===== src/rtl/mem_arbiter_pkg.sv =====
// mem_arb_pkg: shared types and constants for the memory arbiter slice.
//   arb_state_t - arbiter FSM encoding (idle / one transaction outstanding)
//   REQ_*       - fixed requester indices into the per-requester vectors
package mem_arb_pkg;

  typedef enum logic [0:0] {
    ARB_IDLE = 1'b0,
    ARB_WAIT = 1'b1
  } arb_state_t;

  localparam int REQ_IFETCH = 0;
  localparam int REQ_DATA   = 1;
  localparam int REQ_LOADER = 2;

endpackage


===== src/rtl/mem_arbiter_if.sv =====
// mem_arbiter_if: bundles the requester-side handshake and the memory-macro
// port of the arbiter.
//   req_valid/req_we/req_addr/req_wdata - per-requester request fields
//   req_ready  - one-hot accept, rsp_valid - one-hot response strobe
//   rsp_rdata  - shared read-data return bus
//   mem_en/mem_we/mem_addr/mem_wdata/mem_rdata - single-port memory port
//   busy       - a transaction is outstanding
// Modports: slave = the arbiter, master = requesters plus memory.
interface mem_arbiter_if #(
  parameter int NUM_REQ = 3,
  parameter int ADDR_W  = 32,
  parameter int DATA_W  = 32
);

  logic [NUM_REQ-1:0]             req_valid;
  logic [NUM_REQ-1:0]             req_we;
  logic [NUM_REQ-1:0][ADDR_W-1:0] req_addr;
  logic [NUM_REQ-1:0][DATA_W-1:0] req_wdata;
  logic [NUM_REQ-1:0]             req_ready;
  logic [NUM_REQ-1:0]             rsp_valid;
  logic [DATA_W-1:0]              rsp_rdata;
  logic                           mem_en;
  logic                           mem_we;
  logic [ADDR_W-1:0]              mem_addr;
  logic [DATA_W-1:0]              mem_wdata;
  logic [DATA_W-1:0]              mem_rdata;
  logic                           busy;

  modport slave (
    input  req_valid, req_we, req_addr, req_wdata, mem_rdata,
    output req_ready, rsp_valid, rsp_rdata,
           mem_en, mem_we, mem_addr, mem_wdata, busy
  );

  modport master (
    output req_valid, req_we, req_addr, req_wdata, mem_rdata,
    input  req_ready, rsp_valid, rsp_rdata,
           mem_en, mem_we, mem_addr, mem_wdata, busy
  );

endinterface


===== src/rtl/mem_arbiter_rr_picker.sv =====
// rr_picker: combinational round-robin selector.
//   req     - request vector, N bits
//   last    - index of the previous winner
//   gnt     - one-hot grant (all zero when no request)
//   gnt_idx - binary index of the grant (0 when no request)
// Priority starts at (last+1) mod N: the request vector is rotated so that
// position becomes bit 0, the lowest set bit is found, and the index is
// rotated back.
module rr_picker #(
  parameter int N = 3
) (
  input  logic [N-1:0]         req,
  input  logic [$clog2(N)-1:0] last,
  output logic [N-1:0]         gnt,
  output logic [$clog2(N)-1:0] gnt_idx
);

  localparam int IW = $clog2(N);

  logic [IW-1:0]  start;
  logic [2*N-1:0] dbl;
  logic [N-1:0]   rot;
  logic [IW:0]    sum;
  logic           found;

  // N need not be a power of two, so the wrap from N-1 back to 0 is explicit.
  always_comb begin
    start = (last == IW'(N-1)) ? '0 : last + IW'(1);
    dbl   = {req, req} >> start;
    rot   = dbl[N-1:0];
  end

  always_comb begin
    gnt     = '0;
    gnt_idx = '0;
    found   = 1'b0;
    sum     = '0;
    for (int k = 0; k < N; k++) begin
      if (!found && rot[k]) begin
        found = 1'b1;
        sum   = {1'b0, start} + (IW+1)'(k);
        if (sum >= (IW+1)'(N)) begin
          sum = sum - (IW+1)'(N);
        end
        gnt_idx = sum[IW-1:0];
        gnt     = N'(1) << sum[IW-1:0];
      end
    end
  end

endmodule


===== src/rtl/mem_arbiter.sv =====
// mem_arbiter: round-robin arbiter in front of a single-port synchronous
// memory shared by ifetch (0), data (1) and loader (2) requesters.
//   clk   - clock, all state on posedge
//   reset - synchronous active-high; forces every output to 0 while high
//   bus   - mem_arbiter_if.slave: request handshake, response return and
//           memory port
// A request is accepted combinationally in idle; the response arrives
// MEM_LATENCY cycles later, after which the arbiter is idle again.
module mem_arbiter
  import mem_arb_pkg::*;
#(
  parameter int NUM_REQ     = 3,
  parameter int ADDR_W      = 32,
  parameter int DATA_W      = 32,
  parameter int MEM_LATENCY = 1
) (
  input  logic          clk,
  input  logic          reset,
  mem_arbiter_if.slave  bus
);

  localparam int IDX_W = $clog2(NUM_REQ);
  localparam int CNT_W = $clog2(MEM_LATENCY + 1);

  localparam logic [0:0] ST_IDLE = ARB_IDLE;
  localparam logic [0:0] ST_WAIT = ARB_WAIT;

  logic [0:0]         state;
  logic [IDX_W-1:0]   last_grant;
  logic [IDX_W-1:0]   owner;
  logic [CNT_W-1:0]   cnt;
  logic               is_write;

  logic [NUM_REQ-1:0] gnt;
  logic [IDX_W-1:0]   gnt_idx;
  logic               any_req;
  logic               accept;
  logic               rsp_now;

  logic [NUM_REQ-1:0] req_ready_d;
  logic [NUM_REQ-1:0] rsp_valid_d;
  logic [DATA_W-1:0]  rsp_rdata_d;
  logic               mem_en_d;
  logic               mem_we_d;
  logic [ADDR_W-1:0]  mem_addr_d;
  logic [DATA_W-1:0]  mem_wdata_d;

  rr_picker #(.N(NUM_REQ)) u_picker (
    .req     (bus.req_valid),
    .last    (last_grant),
    .gnt     (gnt),
    .gnt_idx (gnt_idx)
  );

  assign any_req = |bus.req_valid;
  assign accept  = !reset && (state == ST_IDLE) && any_req;
  assign rsp_now = !reset && (state == ST_WAIT) && (cnt == CNT_W'(1));

  // Output muxes. Everything is gated by reset so nothing leaks while it is
  // held. mem_* depend only on requests and state, never on mem_rdata.
  // Write acknowledges return zero data rather than whatever the macro drives.
  always_comb begin
    req_ready_d = '0;
    rsp_valid_d = '0;
    rsp_rdata_d = '0;
    mem_en_d    = 1'b0;
    mem_we_d    = 1'b0;
    mem_addr_d  = '0;
    mem_wdata_d = '0;
    if (accept) begin
      req_ready_d = gnt;
      mem_en_d    = 1'b1;
      mem_we_d    = bus.req_we[gnt_idx];
      mem_addr_d  = bus.req_addr[gnt_idx];
      mem_wdata_d = bus.req_wdata[gnt_idx];
    end
    if (rsp_now) begin
      rsp_valid_d = NUM_REQ'(1) << owner;
      rsp_rdata_d = is_write ? '0 : bus.mem_rdata;
    end
  end

  assign bus.req_ready = req_ready_d;
  assign bus.rsp_valid = rsp_valid_d;
  assign bus.rsp_rdata = rsp_rdata_d;
  assign bus.mem_en    = mem_en_d;
  assign bus.mem_we    = mem_we_d;
  assign bus.mem_addr  = mem_addr_d;
  assign bus.mem_wdata = mem_wdata_d;
  assign bus.busy      = !reset && (state == ST_WAIT);

  // FSM, latency counter and ownership. last_grant resets to NUM_REQ-1 so
  // requester 0 wins the first tie; it only moves when a grant is made.
  always_ff @(posedge clk) begin
    if (reset) begin
      state      <= ST_IDLE;
      last_grant <= IDX_W'(NUM_REQ - 1);
      owner      <= '0;
      cnt        <= '0;
      is_write   <= 1'b0;
    end else begin
      case (state)
        ST_IDLE: begin
          if (any_req) begin
            owner      <= gnt_idx;
            last_grant <= gnt_idx;
            is_write   <= bus.req_we[gnt_idx];
            cnt        <= CNT_W'(MEM_LATENCY);
            state      <= ST_WAIT;
          end
        end
        default: begin
          cnt <= cnt - CNT_W'(1);
          if (cnt == CNT_W'(1)) begin
            state <= ST_IDLE;
          end
        end
      endcase
    end
  end

  // Requesters must hold valid until accepted; grants and responses are
  // always at most one-hot.
  for (genvar i = 0; i < NUM_REQ; i++) begin : g_hold
    a_hold_valid: assert property (@(posedge clk) disable iff (reset)
      (bus.req_valid[i] && !req_ready_d[i]) |=> bus.req_valid[i]);
  end

  a_ready_onehot: assert property (@(posedge clk) disable iff (reset)
    $onehot0(req_ready_d));
  a_rsp_onehot: assert property (@(posedge clk) disable iff (reset)
    $onehot0(rsp_valid_d));
  a_no_ready_in_wait: assert property (@(posedge clk) disable iff (reset)
    (state == ST_WAIT) |-> (req_ready_d == '0));

endmodule


===== src/flat_wrapper.sv =====
// flat-port wrapper written by rule: the top's interface ports become plain ports
module mem_arbiter_flat import mem_arb_pkg::*;
#(
  parameter int NUM_REQ     = 3,
  parameter int ADDR_W      = 32,
  parameter int DATA_W      = 32,
  parameter int MEM_LATENCY = 1
)
  (clk, reset, bus_req_valid, bus_req_we, bus_req_addr, bus_req_wdata, bus_mem_rdata, bus_req_ready, bus_rsp_valid, bus_rsp_rdata, bus_mem_en, bus_mem_we, bus_mem_addr, bus_mem_wdata, bus_busy);
  mem_arbiter_if #(.NUM_REQ(NUM_REQ), .ADDR_W(ADDR_W), .DATA_W(DATA_W)) bus_i ();
  input  logic clk;
  input  logic reset;
  input wire logic [$bits(bus_i.req_valid)-1:0] bus_req_valid;
  input wire logic [$bits(bus_i.req_we)-1:0] bus_req_we;
  input wire logic [$bits(bus_i.req_addr)-1:0] bus_req_addr;
  input wire logic [$bits(bus_i.req_wdata)-1:0] bus_req_wdata;
  input wire logic [$bits(bus_i.mem_rdata)-1:0] bus_mem_rdata;
  output wire logic [$bits(bus_i.req_ready)-1:0] bus_req_ready;
  output wire logic [$bits(bus_i.rsp_valid)-1:0] bus_rsp_valid;
  output wire logic [$bits(bus_i.rsp_rdata)-1:0] bus_rsp_rdata;
  output wire logic [$bits(bus_i.mem_en)-1:0] bus_mem_en;
  output wire logic [$bits(bus_i.mem_we)-1:0] bus_mem_we;
  output wire logic [$bits(bus_i.mem_addr)-1:0] bus_mem_addr;
  output wire logic [$bits(bus_i.mem_wdata)-1:0] bus_mem_wdata;
  output wire logic [$bits(bus_i.busy)-1:0] bus_busy;
  assign bus_i.req_valid = bus_req_valid;
  assign bus_i.req_we = bus_req_we;
  assign bus_i.req_addr = bus_req_addr;
  assign bus_i.req_wdata = bus_req_wdata;
  assign bus_i.mem_rdata = bus_mem_rdata;
  assign bus_req_ready = bus_i.req_ready;
  assign bus_rsp_valid = bus_i.rsp_valid;
  assign bus_rsp_rdata = bus_i.rsp_rdata;
  assign bus_mem_en = bus_i.mem_en;
  assign bus_mem_we = bus_i.mem_we;
  assign bus_mem_addr = bus_i.mem_addr;
  assign bus_mem_wdata = bus_i.mem_wdata;
  assign bus_busy = bus_i.busy;
  mem_arbiter #(.NUM_REQ(NUM_REQ), .ADDR_W(ADDR_W), .DATA_W(DATA_W), .MEM_LATENCY(MEM_LATENCY)) u_core (.clk(clk), .reset(reset), .bus(bus_i));
endmodule

===== config.mk =====
export PLATFORM = sky130hd
export DESIGN_NAME = mem_arbiter_flat
export DESIGN_NICKNAME = d
export VERILOG_FILES = /design/src/rtl/mem_arbiter_pkg.sv /design/src/rtl/mem_arbiter_if.sv /design/src/rtl/mem_arbiter_rr_picker.sv /design/src/rtl/mem_arbiter.sv /design/src/flat_wrapper.sv
export SDC_FILE = /design/constraint.sdc
export NUM_CORES = 1
export LEC_CHECK = 0
export CAP_MARGIN = 20
export CORE_AREA = 2 2 130 132
export DETAILED_ROUTE_END_ITERATION = 6
export DIE_AREA = 0 0 132 134
export HOLD_SLACK_MARGIN = 0.02
export PLACE_DENSITY_LB_ADDON = 0.2
export SLEW_MARGIN = 30
export SYNTH_ARGS = -nofsm -noshare
export SYNTH_HDL_FRONTEND = slang
export SYNTH_SLANG_ARGS = --single-unit

===== constraint.sdc =====
create_clock -name clk -period 2.5 [get_ports clk]
set_clock_uncertainty 0.1 [all_clocks]
set_input_delay 0.25 -clock clk [delete_from_list [all_inputs] [get_ports clk]]
set_output_delay 0.25 -clock clk [all_outputs]
set_load 0.02 [all_outputs]

==> results of run 1 <==
==> what timing repair did <==
item / in CTS / in global routing
setup endpoints to repair: 101 / 60
gates resized for setup: 202 / 26
setup buffers: 5 / 0
cloned: 4 / 0
pin swaps: 1 / 1
==> state kept, by name (all words and copies together), names as in the netlist <==
register	count
u_core.last_grant	1
u_core.owner	2
u_core.is_write	1
u_core.cnt	1
u_core.state	1
==> cells by family (layout without fill, tap and decap cells) <==
group                  after synthesis  in the layout  share of synthesized area, %
buffers and inverters               35            378                          8.78
DFF                                  6              6                          5.98
and+or+nand+nor                     55             55                          16.2
muxes                               64             64                          31.9
AOI/OAI and AO/OA                  141            141                          37.1
==> critical path, stage by stage <==
cell and delay [ns]:
sky130_fd_sc_hd__clkdlybuf4s50_1 0.43, sky130_fd_sc_hd__buf_4 0.16, sky130_fd_sc_hd__nor2b_1 0.15, sky130_fd_sc_hd__nand2_1 0.09, sky130_fd_sc_hd__buf_4 0.15, sky130_fd_sc_hd__nor3b_1 0.17, sky130_fd_sc_hd__clkdlybuf4s50_1 0.63
==> how the worst max path moves through the flow <==
stage                      from                end  slack [ns]  depth (start not counted)
2_1_floorplan  bus_req_valid[1]   bus_mem_addr[23]        0.55                          8
3_3_place_gp   bus_req_valid[1]   bus_mem_addr[22]       -0.35                          9
3_5_place_dp   bus_req_valid[1]   bus_mem_addr[22]       -0.36                          9
4_1_cts        bus_req_valid[2]  bus_mem_wdata[28]       0.002                          8
5_1_grt        bus_req_valid[1]   bus_mem_addr[10]        0.02                          9
6_report                  reset   bus_rsp_valid[2]        0.11                          7
==> Yosys cell counts <==
| cell | n | area (um^2) |
|---|---|---|
| sky130_fd_sc_hd__buf_2 | 11 | 55.1 |
| sky130_fd_sc_hd__dfxtp_1 | 6 | 120 |
| sky130_fd_sc_hd__nand2b_1 | 2 | 12.5 |
| sky130_fd_sc_hd__and3_1 | 1 | 6.26 |
| sky130_fd_sc_hd__o32ai_1 | 2 | 17.5 |
| sky130_fd_sc_hd__nor2_1 | 8 | 30.0 |
| sky130_fd_sc_hd__inv_2 | 1 | 3.75 |
| sky130_fd_sc_hd__nor4_1 | 1 | 6.26 |
| sky130_fd_sc_hd__o21ai_0 | 58 | 290 |
| sky130_fd_sc_hd__a2bb2oi_2 | 1 | 15.0 |
| sky130_fd_sc_hd__buf_4 | 6 | 45.0 |
| sky130_fd_sc_hd__mux2i_1 | 64 | 641 |
| sky130_fd_sc_hd__a21oi_1 | 65 | 325 |
| sky130_fd_sc_hd__a22oi_2 | 1 | 12.5 |
| sky130_fd_sc_hd__a211oi_1 | 3 | 22.5 |
| sky130_fd_sc_hd__clkbuf_1 | 13 | 48.8 |
| sky130_fd_sc_hd__a21o_1 | 2 | 15.0 |
| sky130_fd_sc_hd__nor3_1 | 2 | 10.0 |
| sky130_fd_sc_hd__inv_1 | 2 | 7.51 |
| sky130_fd_sc_hd__buf_6 | 1 | 11.3 |
| sky130_fd_sc_hd__nor3b_1 | 2 | 15.0 |
| sky130_fd_sc_hd__clkbuf_2 | 1 | 5.00 |
| sky130_fd_sc_hd__and2_1 | 32 | 200 |
| sky130_fd_sc_hd__and2b_1 | 1 | 7.51 |
| sky130_fd_sc_hd__a22oi_1 | 1 | 7.51 |
| sky130_fd_sc_hd__nor2b_1 | 3 | 18.8 |
| sky130_fd_sc_hd__or3_4 | 1 | 11.3 |
| sky130_fd_sc_hd__nand2_1 | 2 | 7.51 |
| sky130_fd_sc_hd__o21ai_1 | 8 | 40.0 |
==> metrics by stage <==
stage / util [%] / cells / hold slack, ns
global route: 36.0 / 864 / 0.427
finish: 36.0 / 864 / 0.383
global placement: 35.7 / 852 / 0.374
floorplan: - / 301 / 0.223
CTS: 36.2 / 864 / 0.381
detailed placement: 35.7 / 852 / 0.375
==> cells in the final DEF (no fill, tap or decap), types with 3 or more instances in the layout <==
| master | count |
|---|---|
| sky130_fd_sc_hd__nor2_1 | 8 |
| sky130_fd_sc_hd__dfxtp_1 | 5 |
| sky130_fd_sc_hd__buf_2 | 26 |
| sky130_fd_sc_hd__bufbuf_16 | 4 |
| sky130_fd_sc_hd__mux2i_1 | 61 |
| sky130_fd_sc_hd__and2_1 | 32 |
| sky130_fd_sc_hd__clkdlybuf4s15_2 | 6 |
| sky130_fd_sc_hd__a21oi_1 | 65 |
| sky130_fd_sc_hd__buf_12 | 8 |
| sky130_fd_sc_hd__clkbuf_2 | 9 |
| sky130_fd_sc_hd__clkbuf_16 | 3 |
| sky130_fd_sc_hd__a211oi_1 | 3 |
| sky130_fd_sc_hd__clkdlybuf4s50_1 | 230 |
| sky130_fd_sc_hd__dlymetal6s2s_1 | 4 |
| sky130_fd_sc_hd__o21ai_1 | 8 |
| sky130_fd_sc_hd__dlygate4sd2_1 | 58 |
| sky130_fd_sc_hd__o21ai_0 | 58 |
| sky130_fd_sc_hd__nor2b_1 | 3 |
| sky130_fd_sc_hd__buf_4 | 23 |
==> layer usage <==
metal  global-route usage (%)  vias up  share of wire (%)
li1                         -     1791                  -
met1                     15.0     1619                 37
met2                     28.4      179                 55
met3                     3.40       14                7.4
met4                     1.51        4               0.76
met5                        0        -               0.20
==> where the power goes <==
part,internal (mW),switching (mW)
Clock,0.205,0.0556
Sequential,0.105,0.00938
Combinational,0.685,0.495
Total,0.996,0.560
==> layout make-up <==
class | count | area (um^2)
well taps | 220 | 275
fillers | 1710 | 10400
flip-flops and latches | 6 | 121
multi-input cells | 260 | 1750
clock buffers | 3 | 75.1
repair buffers | 372 | 3620
inverters | 3 | 11.3
==> impl_metrics.toml, run 1 <==
[finish]
fin_area_mm2 = 0.00586
fraction_of_final_layout_cells_sized_beyond_drive_strength_1_pct = 14.0
area_growth_syn_to_layout_pct = 192
net_total_in_the_final_layout = 878
antenna_cells = 0

[route]
routed_vias = 3607
detail_route.first_pass.iterations = 5
total_wire_length_mm = 13.4
remaining_drc_errors = 0
detail-route-antenna-nets = 0
via_per_inst = 4.17
wl_per_cell_um = 15.5
starting_drt_drc_count = 104

[timing]
max_freq_ghz = 0.419
setup_tns_ns = 0
finalHoldViolations = 0
setup_violations = 0
final.period_utilization_pct = 95.4
finalWorstPathRequiredPeriod_ns = 2.39
drv_slew = 0
worst_slew_margin_rel_pct = 71.2
fin_ws_ns = 0.115
grt_setup_unrepaired = "false"
worst_slew_pin_slew_ns = 0.428

[pwr]
totalPowerFinal_mw = 1.56
peakVddDrop_uv = 146
static-leakage-power_nw = 2.85
powerDensity_mw_per_mm2 = 266

[die]
fp.dieArea_mm2 = 0.0177
fp.coreArea_mm2 = 0.0163
die_w_um = 132
placementRows = 47
floorplan.die.height_um = 134
initial_core_util_pct = 12.3
io-pin-count = 337

[clock_tree]
numClockSinks = 6
htree_num_levels = 1
tritoncts = "done"
holdBufCountCts = 0
cts-root-buf = "sky130_fd_sc_hd__clkbuf_16"
ctsLongestPathBuffers = 2
clkTransAtPathRegs_ns = 0.03
clk-insertion-delay-late_ns = 0.23
number_of_buffers_created_by_cts = 3

[synthesis]
syn-num-nets = 533
yosysWarnings = 0
synthesis.area_mm2 = 0.00201
avgSynthCellArea_um2 = 6.67
ys_ff_latch = 6
synth.yosys.seq_area_share_pct = 5.98
syn-instance-count = 301
synth_cell_type_count = 29

[placement]
globalplace.congestion = 0.874
placement.setup.worst_slack_ns = -0.363
detailed_place_hpwl_mm = 10.7
place.port_buffers = 336
detailed_place.area_mm2 = 0.00581

[min_path]
min_delay_worst_endpoint = "u_core.is_write"
hp_start = "u_core.is_write"
holdPathStages = 2
min_path_type = "reg2reg"

[critical_path]
r2r-start = "u_core.owner[0]"
timing_worst_setup_path_type = "in2out"
rrSetupSlack_ns = 0.87
worstSetupEndpointType = "output pin"
path_max_fanout = 5
r2r.worst_path.cells = 5
capturing_point_of_the_worst_reg2reg_path = "u_core.last_grant[1]"
critical_path_required_ns = 2.15
worst_ep_arrival_time_ns = 2.04
setup.worst_path.start_class = "primary input"

[global_routing]
gr-total-overflow = 0
grt_pass1_wl_mm = 20.1
antenna_found_initial = 2
grt_pass1_vias = 3678
grt_start_max_net_pins = 39
grt_use_total_pct = 14.0

[outcome]
run_status = "complete, no violations"

[job]
drv_cap = 0
No activity file was read; power rests on OpenSTA's default activity.
==> inputs of run 2 (changes only) <==
--- a/config.mk
+++ b/config.mk
@@ -11,7 +11,7 @@
 export DIE_AREA = 0 0 132 134
 export HOLD_SLACK_MARGIN = 0.02
 export PLACE_DENSITY_LB_ADDON = 0.2
-export SLEW_MARGIN = 30
+export SLEW_MARGIN = 5
 export SYNTH_ARGS = -nofsm -noshare
 export SYNTH_HDL_FRONTEND = slang
 export SYNTH_SLANG_ARGS = --single-unit
==> results of run 2 <==
No change in the layout: final DEF, timing and power equal those of run 1.
